[config.mk]
export PLATFORM = sky130hd
export DESIGN_NAME = comparator_search
export DESIGN_NICKNAME = d
export VERILOG_FILES = /design/src/rtl/comparator_search.sv
export SDC_FILE = /design/constraint.sdc
export NUM_CORES = 1
export LEC_CHECK = 0
export BUFFER_PORTS_ARGS = -buffer_cell sky130_fd_sc_hd__buf_2
export CAP_MARGIN = 5
export CORE_UTILIZATION = 35
export DETAILED_ROUTE_END_ITERATION = 16
export PLACE_DENSITY_LB_ADDON = 0.15
export SLEW_MARGIN = 20
export SYNTH_ARGS = -nofsm -noshare
export SYNTH_HDL_FRONTEND = slang
export SYNTH_SLANG_ARGS = --single-unit
[constraint.sdc]
create_clock -name clk_i -period 3.1 [get_ports clk_i]
set_input_delay 0.62 -clock clk_i [delete_from_list [all_inputs] [get_ports clk_i]]
set_output_delay 0.62 -clock clk_i [all_outputs]
set_load 0.05 [all_outputs]
[src/rtl/comparator_search.sv]
// Successive-approximation search that recovers a comparator's hidden operand MSB-first.
// Optional macro SEARCH_TIMEOUT_EN aborts a probe that gets no response within TIMEOUT cycles.
module comparator_search #(
    parameter int WIDTH   = 8,
    parameter int TIMEOUT = 16
) (
    input  logic                       clk_i,
    input  logic                       rst_i,
    input  logic                       start_i,
    output logic                       start_ready_o,
    output logic [WIDTH-1:0]           probe_o,
    output logic                       probe_valid_o,
    input  logic                       resp_valid_i,
    input  logic                       resp_eq_i,
    input  logic                       resp_lt_i,
    output logic                       done_o,
    output logic [WIDTH-1:0]           result_o,
    output logic [$clog2(WIDTH+1)-1:0] probes_used_o,
    output logic                       err_o
);

    localparam int KW = $clog2(WIDTH);
    localparam int PW = $clog2(WIDTH+1);

    if (WIDTH < 2 || TIMEOUT < 1) begin : g_param_check
        $error("comparator_search: WIDTH must be >= 2 and TIMEOUT >= 1");
    end

    typedef enum logic [1:0] {IDLE, PROBE, DONE} state_t;

    state_t           state_q, state_d;
    logic [WIDTH-1:0] acc_q, acc_d;
    logic [WIDTH-1:0] probe_q, probe_d;
    logic [WIDTH-1:0] result_q, result_d;
    logic [KW-1:0]    k_q, k_d;
    logic [PW-1:0]    used_q, used_d;
    logic             err_q, err_d;
    logic             pv_q, pv_d;
    logic             finish;
    logic [WIDTH-1:0] newAcc;

`ifdef SEARCH_TIMEOUT_EN
    localparam int CW = $clog2(TIMEOUT+1);
    logic [CW-1:0] cnt_q, cnt_d;
`endif

    always_ff @(posedge clk_i) begin
        if (rst_i) begin
            state_q <= IDLE;
        end else begin
            state_q <= state_d;
        end
    end

    always_comb begin
        state_d = state_q;
        case (state_q)
            IDLE:    if (start_i) state_d = PROBE;
            PROBE:   if (finish)  state_d = DONE;
            DONE:    state_d = IDLE;
            default: state_d = IDLE;
        endcase
    end

    always_comb begin
        start_ready_o = (state_q == IDLE);
        done_o        = (state_q == DONE);
    end

    // Datapath: a sampled response either finishes the search or issues the next probe on the same edge.
    always_comb begin
        acc_d    = acc_q;
        probe_d  = probe_q;
        result_d = result_q;
        k_d      = k_q;
        used_d   = used_q;
        err_d    = err_q;
        pv_d     = pv_q;
        finish   = 1'b0;
        newAcc   = acc_q;
`ifdef SEARCH_TIMEOUT_EN
        cnt_d    = cnt_q;
`endif
        case (state_q)
            IDLE: begin
                if (start_i) begin
                    acc_d   = '0;
                    k_d     = KW'(WIDTH-1);
                    used_d  = '0;
                    err_d   = 1'b0;
                    probe_d = {1'b1, {(WIDTH-1){1'b0}}};
                    pv_d    = 1'b1;
`ifdef SEARCH_TIMEOUT_EN
                    cnt_d   = '0;
`endif
                end
            end
            PROBE: begin
                if (pv_q && resp_valid_i) begin
                    used_d = used_q + PW'(1);
                    if (resp_eq_i) begin
                        err_d    = resp_lt_i;
                        result_d = probe_q;
                        finish   = 1'b1;
                    end else begin
                        newAcc = resp_lt_i ? probe_q : acc_q;
                        acc_d  = newAcc;
                        if (k_q == '0) begin
                            result_d = newAcc;
                            finish   = 1'b1;
                        end else begin
                            k_d     = k_q - KW'(1);
                            probe_d = newAcc | (WIDTH'(1) << (k_q - KW'(1)));
`ifdef SEARCH_TIMEOUT_EN
                            cnt_d   = '0;
`endif
                        end
                    end
                end
`ifdef SEARCH_TIMEOUT_EN
                else if (pv_q) begin
                    if (cnt_q == CW'(TIMEOUT-1)) begin
                        err_d    = 1'b1;
                        result_d = acc_q;
                        finish   = 1'b1;
                    end else begin
                        cnt_d = cnt_q + CW'(1);
                    end
                end
`endif
                if (finish) pv_d = 1'b0;
            end
            default: ;
        endcase
    end

    always_ff @(posedge clk_i) begin
        if (rst_i) begin
            acc_q    <= '0;
            probe_q  <= '0;
            result_q <= '0;
            k_q      <= '0;
            used_q   <= '0;
            err_q    <= 1'b0;
            pv_q     <= 1'b0;
`ifdef SEARCH_TIMEOUT_EN
            cnt_q    <= '0;
`endif
        end else begin
            acc_q    <= acc_d;
            probe_q  <= probe_d;
            result_q <= result_d;
            k_q      <= k_d;
            used_q   <= used_d;
            err_q    <= err_d;
            pv_q     <= pv_d;
`ifdef SEARCH_TIMEOUT_EN
            cnt_q    <= cnt_d;
`endif
        end
    end

    assign probe_o       = probe_q;
    assign probe_valid_o = pv_q;
    assign result_o      = result_q;
    assign probes_used_o = used_q;
    assign err_o         = err_q;

endmodule

==> flow_summary.json <==
{
  "outcome": "completed",
  "drtAntennaViolNets": 0,
  "start_kind": "register",
  "first_pass_iters": 4,
  "seq_power_share_pct": 45.9,
  "grt_pass1_vias": 1410,
  "yosys-top-cells-count": "nor2_1 (42), dfxtp_1 (35), mux2i_1 (16)",
  "total_leakage_power_nw": 0.829,
  "cp_top_family": "compound AO/OA/AOI/OAI gates",
  "cts_max_path_buffers": 2,
  "grt_overflow": 0,
  "clk-insertion-delay-late_ns": 0.28,
  "syn_area_per_cell_um2": 8.78,
  "place_congestion": 0.734,
  "clock_skew_ns": 0.00420,
  "slew_violations": 0,
  "finalWirelength_um": 4280,
  "fmax_mhz": 468,
  "cts_tree": "built",
  "grt_max_degree": 33,
  "synth_edf_count": 0,
  "slowest_delay_ns": 0.67,
  "nNetsFinal": 240,
  "cts.sinks": 35,
  "hold_path.class": "reg -> reg",
  "synth_area_leaders": "dfxtp_1 (39%), mux2i_1 (8.8%), nor2_1 (8.7%)",
  "synthDistinctLibCells": 37,
  "hold_viol_final": 0,
  "setup_viol": 0,
  "holdWs_ns": 0.493,
  "async_flop_share_pct": 0,
  "crit_slowest_cell": "o2111a_1",
  "drc": 0,
  "required_ns": 3.29,
  "dieArea_mm2": 0.00548,
  "die_h_um": 74.0,
  "cp.arrival_ns": 2.33,
  "post_cts_buffers": 0,
  "synth_top_cell_by_area": "dfxtp_1",
  "cellPowerDensity_mw_per_mm2": 529,
  "die_w_um": 74.0,
  "maxCapViolCount": 0,
  "antenna_found_initial": 0,
  "area_growth_pct": 13.2,
  "critPathKind": "reg -> reg",
  "synthCells": 207,
  "rows": 25,
  "syn_area_mm2": 0.00182,
  "dpl.hpwl_um": 2860,
  "grt_pass1_wl_um": 7130,
  "drive_gt1_share_pct": 18.3,
  "syn_nets": 219,
  "ios": 30,
  "max_slew.worst_pin.slew_ns": 0.744,
  "pwr-share-clk_pct": 33.5,
  "grt_usage_pct": 17.2,
  "ys_seq_area_share_pct": 38.6,
  "synth_top_area_share_pct": 38.6,
  "post-route-period-util_pct": 68.9,
  "comb_power_share_pct": 20.6,
  "cts_resized": 0,
  "io_buffer_count": 29,
  "yosys_warnings": 0,
  "hold_buffers": 0,
  "clk_pin_slew_ns": 0.07,
  "p_sw_mw": 0.345,
  "drt_iter0_markers": 75,
  "cts_buffers": 5,
  "end_kind": "register",
  "critPathBufInv": 0,
  "cts_root_buf": "clkbuf_8",
  "p_int_mw": 0.742,
  "crit_chain": "nor2b_2 > o2111a_1 > nor2_1 > a311oi_1",
  "finalCriticalPeriod_ns": 2.14,
  "avgRoutedWirePerCell_um": 14.5,
  "start_util_pct": 37.5,
  "synth-seq-cells": 35,
  "n_antenna_cell": 0,
  "cts.htree.levels": 2,
  "crit_fanout": 18,
  "swShare_pct": 31.8,
  "max_slew_margin_pct": 50.4,
  "synthFlopType": "dfxtp_1",
  "vias": 1513,
  "setup_tns_ns": 0,
  "viasPerCell": 5.11,
  "yosysMostFrequentCell": "nor2_1",
  "max-vdd-ir-drop_uv": 250,
  "core_area_mm2": 0.00485,
  "rsz0062_at_grt": "no"
}
-- cell families (layout without fill, tap and decap cells) --
kind of cell,Yosys count,in the layout,share of synthesized area (%)
multiplexers,16,16,8.82
AND/OR/NAND/NOR,77,77,20.2
adder cells (fa/ha/maj),6,6,4.13
AO/OA/AOI/OAI,48,48,19.6
XOR/XNOR,5,5,2.41
buffers and inverters,20,42,6.20
flip-flops,35,35,38.6
-- cell type report --
class	count	area, µm²
Clock buffer	8	100
Fill cell	533	2790
Inverter	4	15.0
Multi-Input combinational cell	152	1000
Sequential cell	35	701
Tap cell	67	83.8
Timing Repair Buffer	30	153
-- registers in the layout, summed over array words and instances (netlist names) --
signal and flops:
err_o 1, probes_used_o 4, probe_valid_o 1, probe_o 8, acc_q 8, result_o 8
k_q 3, state_q 2
-- per-stage QoR --
step                      power (mW)  utilization, %  setup slack [ns]  cell area [µm²]  instances
after floorplan                0.689               -             0.979             1820        207
after global placement         0.732            40.3             0.939             1960        288
after detailed placement       0.734            40.3             0.922             1960        288
after CTS                       1.10            42.4             0.945             2060        296
after global routing            1.15            42.4             0.801             2060        296
final                           1.09            42.4             0.964             2060        296
-- layer usage --
layer	global-route usage, %	routed length, µm	vias to the layer above
met1	21.8	2040	709
met4	5.77	53	0
li1	-	-	773
met2	28.9	2040	26
met3	3.66	155	5
met5	0	0	-
-- path summary, 6_finish.rpt --
path | from | to | slack (ns) | cells past startpoint
hold reg to reg | result_o[6] | result_o[6] | 0.49 | 2
setup reg to reg | state_q[0] | result_o[2] | 0.96 | 4
hold / removal | result_o[6] | result_o[6] | 0.49 | 2
setup / recovery | state_q[0] | result_o[2] | 0.96 | 4
-- power by group through the flow --
stage / Clock [mW] / Combinational, mW / Sequential [mW]
5_1_grt: 0.398 / 0.247 / 0.503
3_5_place_dp: 0 / 0.225 / 0.509
6_report: 0.364 / 0.224 / 0.499
2_1_floorplan: 0 / 0.138 / 0.552
4_1_cts: 0.376 / 0.226 / 0.498
3_3_place_gp: 0 / 0.224 / 0.508
-- layout by cell type, fill, tap and decap left out, drive strengths merged, types with 2 or more instances in the layout --
cell type,n
ha,6
nand3,2
a21oi,6
a311oi,12
buf,30
clkbuf,8
nor2b,4
nor2,42
inv,4
o21ai,10
nor3,5
a211oi,9
mux2i,16
xnor2,4
a31oi,5
nand2b,6
dfxtp,35
nand2,12
-- worst register-to-register path: stages (launching register included) --
cell	delay [ns]
dfxtp_1	0.57
nor2b_2	0.46
o2111a_1	0.67
nor2_1	0.08
a311oi_1	0.26
Power figures use the tool's default switching activity.
